$ cat src/rtl/trng_pkg.sv
// Shared types and constants for the ring-oscillator TRNG sample controller.
package trng_pkg;

  typedef enum logic [2:0] {
    IDLE    = 3'd0,
    WARMUP  = 3'd1,
    COLLECT = 3'd2,
    COND    = 3'd3,
    OUTPUT  = 3'd4,
    FAIL    = 3'd5
  } trng_state_t;

  localparam int WORD_W         = 8;
  localparam int SBOX_W         = 5;
  localparam int WARMUP_CYC_DEF = 64;
  localparam int SAMPLE_DIV_DEF = 4;
  localparam int RCT_LIMIT_DEF  = 16;

  // States in which the oscillators run and the sequencer counts as busy.
  function automatic logic run_state(input trng_state_t s);
    return (s == WARMUP) || (s == COLLECT) || (s == COND) || (s == OUTPUT);
  endfunction

endpackage

$ cat src/rtl/trng_rct_monitor.sv
// Repetition-count health test: tracks the run length of identical raw bits.
module trng_rct_monitor #(
  parameter int RCT_LIMIT = 16
) (
  input  logic clk,
  input  logic rst_n,
  input  logic clear,
  input  logic sample_en,
  input  logic bit_in,
  output logic fail
);

  localparam int RW = $clog2(RCT_LIMIT + 1);

  logic [RW-1:0] run_q, run_d;
  logic          prev_q, prev_d;

  // A zero run means no history yet, so the next sample always starts a run of one.
  always_comb begin
    run_d  = run_q;
    prev_d = prev_q;
    fail   = 1'b0;
    if (clear) begin
      run_d  = '0;
      prev_d = 1'b0;
    end else if (sample_en) begin
      prev_d = bit_in;
      if ((run_q != '0) && (bit_in == prev_q)) begin
        if (run_q != RW'(RCT_LIMIT)) run_d = run_q + RW'(1);
      end else begin
        run_d = RW'(1);
      end
      fail = (run_d == RW'(RCT_LIMIT));
    end
  end

  always_ff @(posedge clk) begin
    if (!rst_n) begin
      run_q  <= '0;
      prev_q <= 1'b0;
    end else begin
      run_q  <= run_d;
      prev_q <= prev_d;
    end
  end

endmodule

$ cat src/rtl/trng_sample_ctrl.sv
// TRNG sequencer: RO warm-up, divided raw-bit sampling with RCT health test,
// 8-bit packing, s-box conditioning and valid/ready delivery.
module trng_sample_ctrl
  import trng_pkg::*;
#(
  parameter int WARMUP_CYC = WARMUP_CYC_DEF,
  parameter int SAMPLE_DIV = SAMPLE_DIV_DEF,
  parameter int RCT_LIMIT  = RCT_LIMIT_DEF
) (
  input  logic              clk,
  input  logic              rst_n,
  input  logic              start,
  input  logic              stop,
  input  logic              clr_fail,
  input  logic              raw_bit,
  output logic              ro_en_1,
  output logic              ro_en_2,
  output logic              sbox_act,
  output logic [SBOX_W-1:0] sbox_in,
  input  logic [SBOX_W-1:0] sbox_out,
  output logic [WORD_W-1:0] rnd_data,
  output logic              rnd_valid,
  input  logic              rnd_ready,
  output logic              health_fail,
  output logic              busy
);

  localparam int CW = $clog2(WARMUP_CYC + 1);
  localparam int DW = $clog2(SAMPLE_DIV);
  localparam int BW = $clog2(WORD_W + 1);

  trng_state_t       state_q, state_d;
  logic [CW-1:0]     cnt_q, cnt_d;
  logic [DW-1:0]     div_q, div_d;
  logic [BW-1:0]     bitcnt_q, bitcnt_d;
  logic [WORD_W-1:0] shift_q, shift_d;
  logic              cond_ph_q, cond_ph_d;
  logic [WORD_W-1:0] rnd_data_q, rnd_data_d;
  logic              rnd_valid_q, rnd_valid_d;
  logic              health_fail_q, health_fail_d;
  logic              stop_pend_q, stop_pend_d;

  logic rct_clear, sample_en, rct_fail;

  trng_rct_monitor #(.RCT_LIMIT(RCT_LIMIT)) u_rct (
    .clk      (clk),
    .rst_n    (rst_n),
    .clear    (rct_clear),
    .sample_en(sample_en),
    .bit_in   (raw_bit),
    .fail     (rct_fail)
  );

  always_comb begin
    rct_clear = (state_q == IDLE) && start && !stop;
    // A stop in the sampling clock wins, so the RCT never sees that sample.
    sample_en = (state_q == COLLECT) && (div_q == DW'(SAMPLE_DIV - 1)) && !stop;
  end

  always_comb begin
    state_d       = state_q;
    cnt_d         = cnt_q;
    div_d         = div_q;
    bitcnt_d      = bitcnt_q;
    shift_d       = shift_q;
    cond_ph_d     = cond_ph_q;
    rnd_data_d    = rnd_data_q;
    rnd_valid_d   = rnd_valid_q;
    health_fail_d = health_fail_q;
    stop_pend_d   = stop_pend_q;
    unique case (state_q)
      IDLE: begin
        if (start && !stop) begin
          state_d     = WARMUP;
          cnt_d       = '0;
          div_d       = '0;
          bitcnt_d    = '0;
          shift_d     = '0;
          stop_pend_d = 1'b0;
        end
      end
      WARMUP: begin
        if (stop)                              state_d = IDLE;
        else if (cnt_q == CW'(WARMUP_CYC - 1)) state_d = COLLECT;
        else                                   cnt_d   = cnt_q + CW'(1);
      end
      COLLECT: begin
        if (stop) begin
          state_d = IDLE;
        end else begin
          div_d = (div_q == DW'(SAMPLE_DIV - 1)) ? '0 : div_q + DW'(1);
          if (sample_en) begin
            shift_d  = {shift_q[WORD_W-2:0], raw_bit};
            bitcnt_d = bitcnt_q + BW'(1);
            if (rct_fail) begin
              state_d       = FAIL;
              health_fail_d = 1'b1;
            end else if (bitcnt_q == BW'(WORD_W - 1)) begin
              state_d   = COND;
              cond_ph_d = 1'b0;
            end
          end
        end
      end
      COND: begin
        if (stop) begin
          state_d   = IDLE;
          cond_ph_d = 1'b0;
        end else if (!cond_ph_q) begin
          cond_ph_d = 1'b1;
        end else begin
          cond_ph_d   = 1'b0;
          rnd_data_d  = shift_q ^ {{(WORD_W - SBOX_W){1'b0}}, sbox_out};
          rnd_valid_d = 1'b1;
          state_d     = OUTPUT;
        end
      end
      OUTPUT: begin
        if (stop) stop_pend_d = 1'b1;
        if (rnd_valid_q && rnd_ready) begin
          rnd_valid_d = 1'b0;
          bitcnt_d    = '0;
          div_d       = '0;
          stop_pend_d = 1'b0;
          state_d     = (stop_pend_q || stop) ? IDLE : COLLECT;
        end
      end
      FAIL: begin
        if (clr_fail) begin
          state_d       = IDLE;
          health_fail_d = 1'b0;
        end
      end
      default: state_d = IDLE;
    endcase
  end

  always_ff @(posedge clk) begin
    if (!rst_n) begin
      state_q       <= IDLE;
      cnt_q         <= '0;
      div_q         <= '0;
      bitcnt_q      <= '0;
      shift_q       <= '0;
      cond_ph_q     <= 1'b0;
      rnd_data_q    <= '0;
      rnd_valid_q   <= 1'b0;
      health_fail_q <= 1'b0;
      stop_pend_q   <= 1'b0;
    end else begin
      state_q       <= state_d;
      cnt_q         <= cnt_d;
      div_q         <= div_d;
      bitcnt_q      <= bitcnt_d;
      shift_q       <= shift_d;
      cond_ph_q     <= cond_ph_d;
      rnd_data_q    <= rnd_data_d;
      rnd_valid_q   <= rnd_valid_d;
      health_fail_q <= health_fail_d;
      stop_pend_q   <= stop_pend_d;
    end
  end

  always_comb begin
    ro_en_1     = run_state(state_q);
    ro_en_2     = run_state(state_q);
    busy        = run_state(state_q);
    sbox_act    = (state_q == COND) && !cond_ph_q;
    sbox_in     = sbox_act ? shift_q[SBOX_W-1:0] : '0;
    rnd_data    = rnd_data_q;
    rnd_valid   = rnd_valid_q;
    health_fail = health_fail_q;
  end

endmodule

$ cat config.mk
export PLATFORM = sky130hd
export DESIGN_NAME = trng_sample_ctrl
export DESIGN_NICKNAME = d
export VERILOG_FILES = /design/src/rtl/trng_pkg.sv /design/src/rtl/trng_rct_monitor.sv /design/src/rtl/trng_sample_ctrl.sv
export SDC_FILE = /design/constraint.sdc
export NUM_CORES = 1
export LEC_CHECK = 0
export CORE_ASPECT_RATIO = 1.1
export CORE_MARGIN = 4
export CORE_UTILIZATION = 30
export CTS_CLUSTER_DIAMETER = 100
export DETAILED_ROUTE_END_ITERATION = 7
export SLEW_MARGIN = 25
export SYNTH_ARGS = -nofsm -noshare
export SYNTH_HDL_FRONTEND = slang
export SYNTH_SLANG_ARGS = --single-unit
$ cat constraint.sdc
create_clock -name clk -period 3.6 [get_ports clk]
set_clock_uncertainty 0.05 [all_clocks]
set_input_delay 0.72 -clock clk [delete_from_list [all_inputs] [get_ports clk]]
set_output_delay 0.72 -clock clk [all_outputs]
set_load 0.02 [all_outputs]
Word-level counts from Yosys, hierarchy flattened
Cells that the tools add are included.
Storage, ports and cells
  memories: 0
  latch bits: 0
  output and inout port bits: 19
  bits of input ports: 12
  RAM bits: 0
  ROM bits: 0
  bits in registers: 42
Cells by class
  multiply operators: 0
  magnitude comparators: 0
  divide/modulo/power cells: 0
  add/sub/neg operators: 4
  bitwise logic cells: 3
  equality and inequality tests: 28
  reduce and logical (&&, ||, !) cells: 34
  muxes and demuxes: 58
  shift-type cells: 0
Operators with widths (count)
  3-bit two-way mux: 11
  5-bit two-way mux: 5
  8-bit two-way mux: 3
  2-bit inequality test (second input constant): 11
  7-bit two-way mux: 3
  1-bit two-way mux: 18
  3-bit case mux with 6 select lines: 1
  4-bit two-way mux: 4
  8-bit case mux with 2 select lines: 1
  4-bit AND reduction: 4
  5-bit AND reduction: 3
  7-bit case mux with 2 select lines: 1
  3-bit inequality test (second input constant): 4
  4-bit case mux with 3 select lines: 1
  2-bit nonzero test: 6
  2-bit two-way mux: 5
  1-bit logical AND: 8
  1-bit case mux with 2 select lines: 4
  8-bit by 5-bit XOR with 8-bit output: 1
  7-bit by 1-bit adder with 7-bit output (second input constant): 1
  7-bit by 6-bit equality test with 1-bit output (second input constant): 1
  7-bit AND reduction: 1
  3-bit by 2-bit equality test with 1-bit output (second input constant): 2
  3-bit equality test (second input constant): 2
  other kinds (20): 26

Logic depth before layout (Yosys ltp)
  depth in word-level cells: 12
  depth in mapped cells: 8

Modules after synthesis
Synthesis repeated with hierarchy kept, for this count alone.
Second synthesis, totals
  cell total of the unflattened synthesis: 260
  area, all modules: 2270.9 µm²
Modules (own cells, without submodules)
  trng_sample_ctrl: sequential area each 720.7 µm², cells an instance 207, area an instance 1813.0 µm², times used 1
  trng_rct_monitor: sequential area each 120.1 µm², cells an instance 53, area an instance 457.9 µm², times used 1

Worst setup path before layout
OpenSTA, ideal clock, no wires.
  path type: reg2out
  start: register state_q[0]
  end: output sbox_in[0]
  setup slack: 1.056 ns
  cell stages (with the launch flop): 5
  required time: 2.830 ns
  buffers on the path: 1
  arrival time: 1.774 ns
  cells stage by stage: dfxtp_1 > clkbuf_1 > nand2_1 > nor3_1 > and2_1
Between the ends
  longest elaborated chain between the ends: 3
RTL lines
  start: declaration: line trng_sample_ctrl.sv:32  | trng_state_t state_q, state_d;
  start signal: assignment: line trng_sample_ctrl.sv:151  | state_q <= state_d;
  3-bit by 2-bit equality test with 1-bit output: line trng_sample_ctrl.sv:168  | sbox_act = (state_q == COND) && !cond_ph_q;
  1-bit logical AND: line trng_sample_ctrl.sv:168
  net sbox_act: line trng_sample_ctrl.sv:18  | output logic sbox_act,
  5-bit two-way mux: line trng_sample_ctrl.sv:169  | sbox_in = sbox_act ? shift_q[SBOX_W-1:0] : '0;
  end: declaration: line trng_sample_ctrl.sv:19  | output logic [SBOX_W-1:0] sbox_in,
The timed path passes the listed nets, and every way through them passes these cells.

Final worst setup path
  start: register state_q[0]
  end: output sbox_in[2]
Between the ends
  longest elaborated chain between the ends: 3
RTL lines (line)
  3-bit by 2-bit equality test with 1-bit output: trng_sample_ctrl.sv:168
  1-bit logical AND: trng_sample_ctrl.sv:168
  5-bit two-way mux: trng_sample_ctrl.sv:169
No other way between the ends.

==> summary.txt <==
STA
  • Max-slew headroom: 0.4660
  • Final setup TNS: 0 ns
  • RSZ-0062 raised after global routing: false
  • Final slew viol count: 0
  • Worst slew pin tran: 0.8001 ns
  • Final Cycle Share: 0.8693
  • Post-layout min period: 3.130 ns
  • Final hold vios: 0
  • Setup Viol. Count Final: 0
  • Hold slack: 0.4299 ns
  • Fmax: 319.5 MHz

Placement
  • Gpl congestion: 0.8447
  • Port Buffers: 30
  • Placed cell count: 349
  • HPWL Detailed: about 3.3 mm

Worst setup path
  • Critical path peak fanout: 14
  • Worst Setup End Kind: output port
  • Worst EP arrival: 2.36 ns
  • Slowest Stage Delay on Critical Path: 0.61 ns
  • Crit-path slowest cell: dfxtp_1
  • Startpoint Class: register
  • Critical path, cell by cell: nand2_1, nor3_1, and2_1, clkdlybuf4s50_1
  • Required time worst endpoint: 2.83 ns
  • Crit Path Category: register to output port

Cells and area
  • Ant. Diodes: 0
  • # nets final: 288
  • Multi-input logic area: 0.001205 mm²
  • Area Overhead vs Synth: 22.10%
  • Ratio of cells with drive above 1 in the final layout: 0.07353
  • FF/Latch Area: 840.8 µm²
  • # fillers: 708
  • Non-filler instance count after layout: roughly 360

Run
  • Maxcap violations: 0

Die
  • Die X: 88.64 µm
  • DIE HEIGHT: 96.70 µm
  • Full die area: ~0.0086 mm²
  • Core ar.: between 0.006 and 0.007 mm²
  • # rows: 32
  • IO Pins: 31
  • Initial core utilization: 0.3080

Detailed routing
  • Avg WL per Cell: 13.09 µm
  • 1st-iter DRT viols: 89
  • Vias per cell: 5.118
  • Post-DRT Antenna Nets: 0
  • Vias: 1827
  • DRC Markers: 0
  • Initial DRT Pass Iterations: 5
  • Final WL: 4.672 mm

Pwr
  • Worst vdd ir: 0.1785 mV
  • Lkg Pwr: approximately 0.87 nW
  • Power per cell area: between 300 and 400 mW/mm²

Outcome
  • Outcome: complete, no violations

Yosys
  • Post-Syn Area: 0.002146 mm²
  • Sequential-to-total area share from yosys stat: 0.3918
  • Cell taking the most area after synthesis: dfxtp_1
  • Commonest cells post-synth: 42 x dfxtp_1, 34 x nor2_1, 26 x nand2_1, 19 x a21oi_1, 12 x xnor2_1
  • Syn avg cell area: 8.652 µm²
  • Synth top area share: 0.3918
  • Post-synth EDFFs: 0
  • Synth area leaders: dfxtp_1 39%, nor2_1 5.9%, xnor2_1 4.9%
  • Async SR Flop Fraction: 0
  • Mapped Nets: approximately 270
  • Synth unique cells: 53
  • Syn. warnings: 0
  • Top FF cell, synth: dfxtp_1
  • Cell with the most instances after synthesis: dfxtp_1
  • Cell count after synthesis: 248
  • Register bit count reported by yosys: 42

Clock tree
  • Clock buffer depth: 2
  • CTS H-tree lvls: 2
  • Clock Pin Slew Worst Setup and Hold Paths: about 0.09 ns
  • CTS tree: yes
  • Cts hold-fix bufs: 0
  • Sink Count: 42
  • Total CTS buffers: 5
  • Post-CTS Setup Inserts: 0
  • CTS resizes: 0
  • Clk_lat worst skew: 0.29 ns
  • Clock root cell: clkbuf_8

Global route
  • Global-route wire length before repair: 8.114 mm
  • Remaining global-route overflow: 0
  • Initial antenna violation count: 0
  • Largest net degree at the start of global routing: 26
  • Vias in the first global route: 1736
  • Global-route usage over all layers: 0.1149

Min path
  • Hold WC Path Type: register to register
==> stage by stage <==
| step | util | area [µm²] | setup WS (ns) | total power [mW] |
|---|---|---|---|---|
| after floorplan | - | 2146 | 1.056 | 0.5110 |
| after global placement | 0.3563 | 2482 | 0.6586 | 0.5325 |
| after detailed placement | 0.3563 | 2482 | 0.5714 | 0.5327 |
| after CTS | 0.3761 | 2620 | 0.4311 | 0.9769 |
| after global routing | 0.3761 | 2620 | 0.2896 | 1.002 |
| final | 0.3761 | 2620 | 0.4704 | 0.9670 |
==> cell families after synthesis <==
kind of cell,share of synthesized area
AO/OA/AOI/OAI,0.2146
buffers and inverters,0.04664
adder cells (fa/ha/maj),0.02915
flip-flops,0.3918
XOR/XNOR,0.06530
multiplexers,0.02332
AND/OR/NAND/NOR,0.2291
==> sequential cells by signal, summed over array words and instances (netlist names) <==
signal	cells
shift_q	8
cnt_q	7
bitcnt_q	4
health_fail	1
rnd_data	8
stop_pend_q	1
u_rct.run_q	5
u_rct.prev_q	1
state_q	3
div_q	2
rnd_valid	1
cond_ph_q	1
==> final timing paths <==
path / from / depth (start not counted) / to / slack [ns]
worst max-delay path: state_q[0] / 4 / sbox_in[2] / 0.47
worst min register to register: bitcnt_q[3] / 1 / bitcnt_q[3] / 0.43
worst max register to register: state_q[0] / 5 / cond_ph_q / 1.38
worst min-delay path: bitcnt_q[3] / 1 / bitcnt_q[3] / 0.43
==> routing by layer <==
| metal | part of all wire | global-route usage | vias to the layer above |
|---|---|---|---|
| met5 | 0 | 0 | - |
| met2 | 0.46 | 0.1846 | 41 |
| met4 | 0.014 | 0.03605 | 0 |
| met1 | 0.49 | 0.1528 | 847 |
| met3 | 0.038 | 0.02215 | 7 |
| li1 | - | - | 932 |
==> cell usage in the layout, fill, tap and decap left out, drive strengths merged, types with 5 or more instances in the layout <==
cell           netlist  routed
dfxtp               42      42
and2                 7       7
mux2i                5       5
xnor2               12      12
clkdlybuf4s50        0      30
a22oi                9       9
clkbuf               7       5
a21oi               19      19
inv                  6       6
nor2                35      35
a211oi               8       8
nand2               26      26
nand3                6       6
ha                   5       5
==> critical path: cells and delay by family, from the launching register on <==
kind / cells / cell delay [ns]
AND/OR/NAND/NOR: 3 / 0.85
buffers and inverters: 1 / 0.61
flip-flops: 1 / 0.61
==> area by class of cell <==
cell class,instances,share of cell area
clock buffer,5,0.02627
clock inverter,3,0.02627
inverter,6,0.008596
multi-input combinational,185,0.4599
sequential,42,0.3209
tap,85,0.04059
timing repair buffer,31,0.1175
==> power breakdown <==
part / internal [mW] / switching (mW) / leakage [nW]
combinational: 0.0232 / 0.0320 / 0.468
clock: 0.278 / 0.167 / 0.0683
sequential: 0.465 / 0.00156 / 0.338
Note: power is estimated with default switching activity, not from simulation.
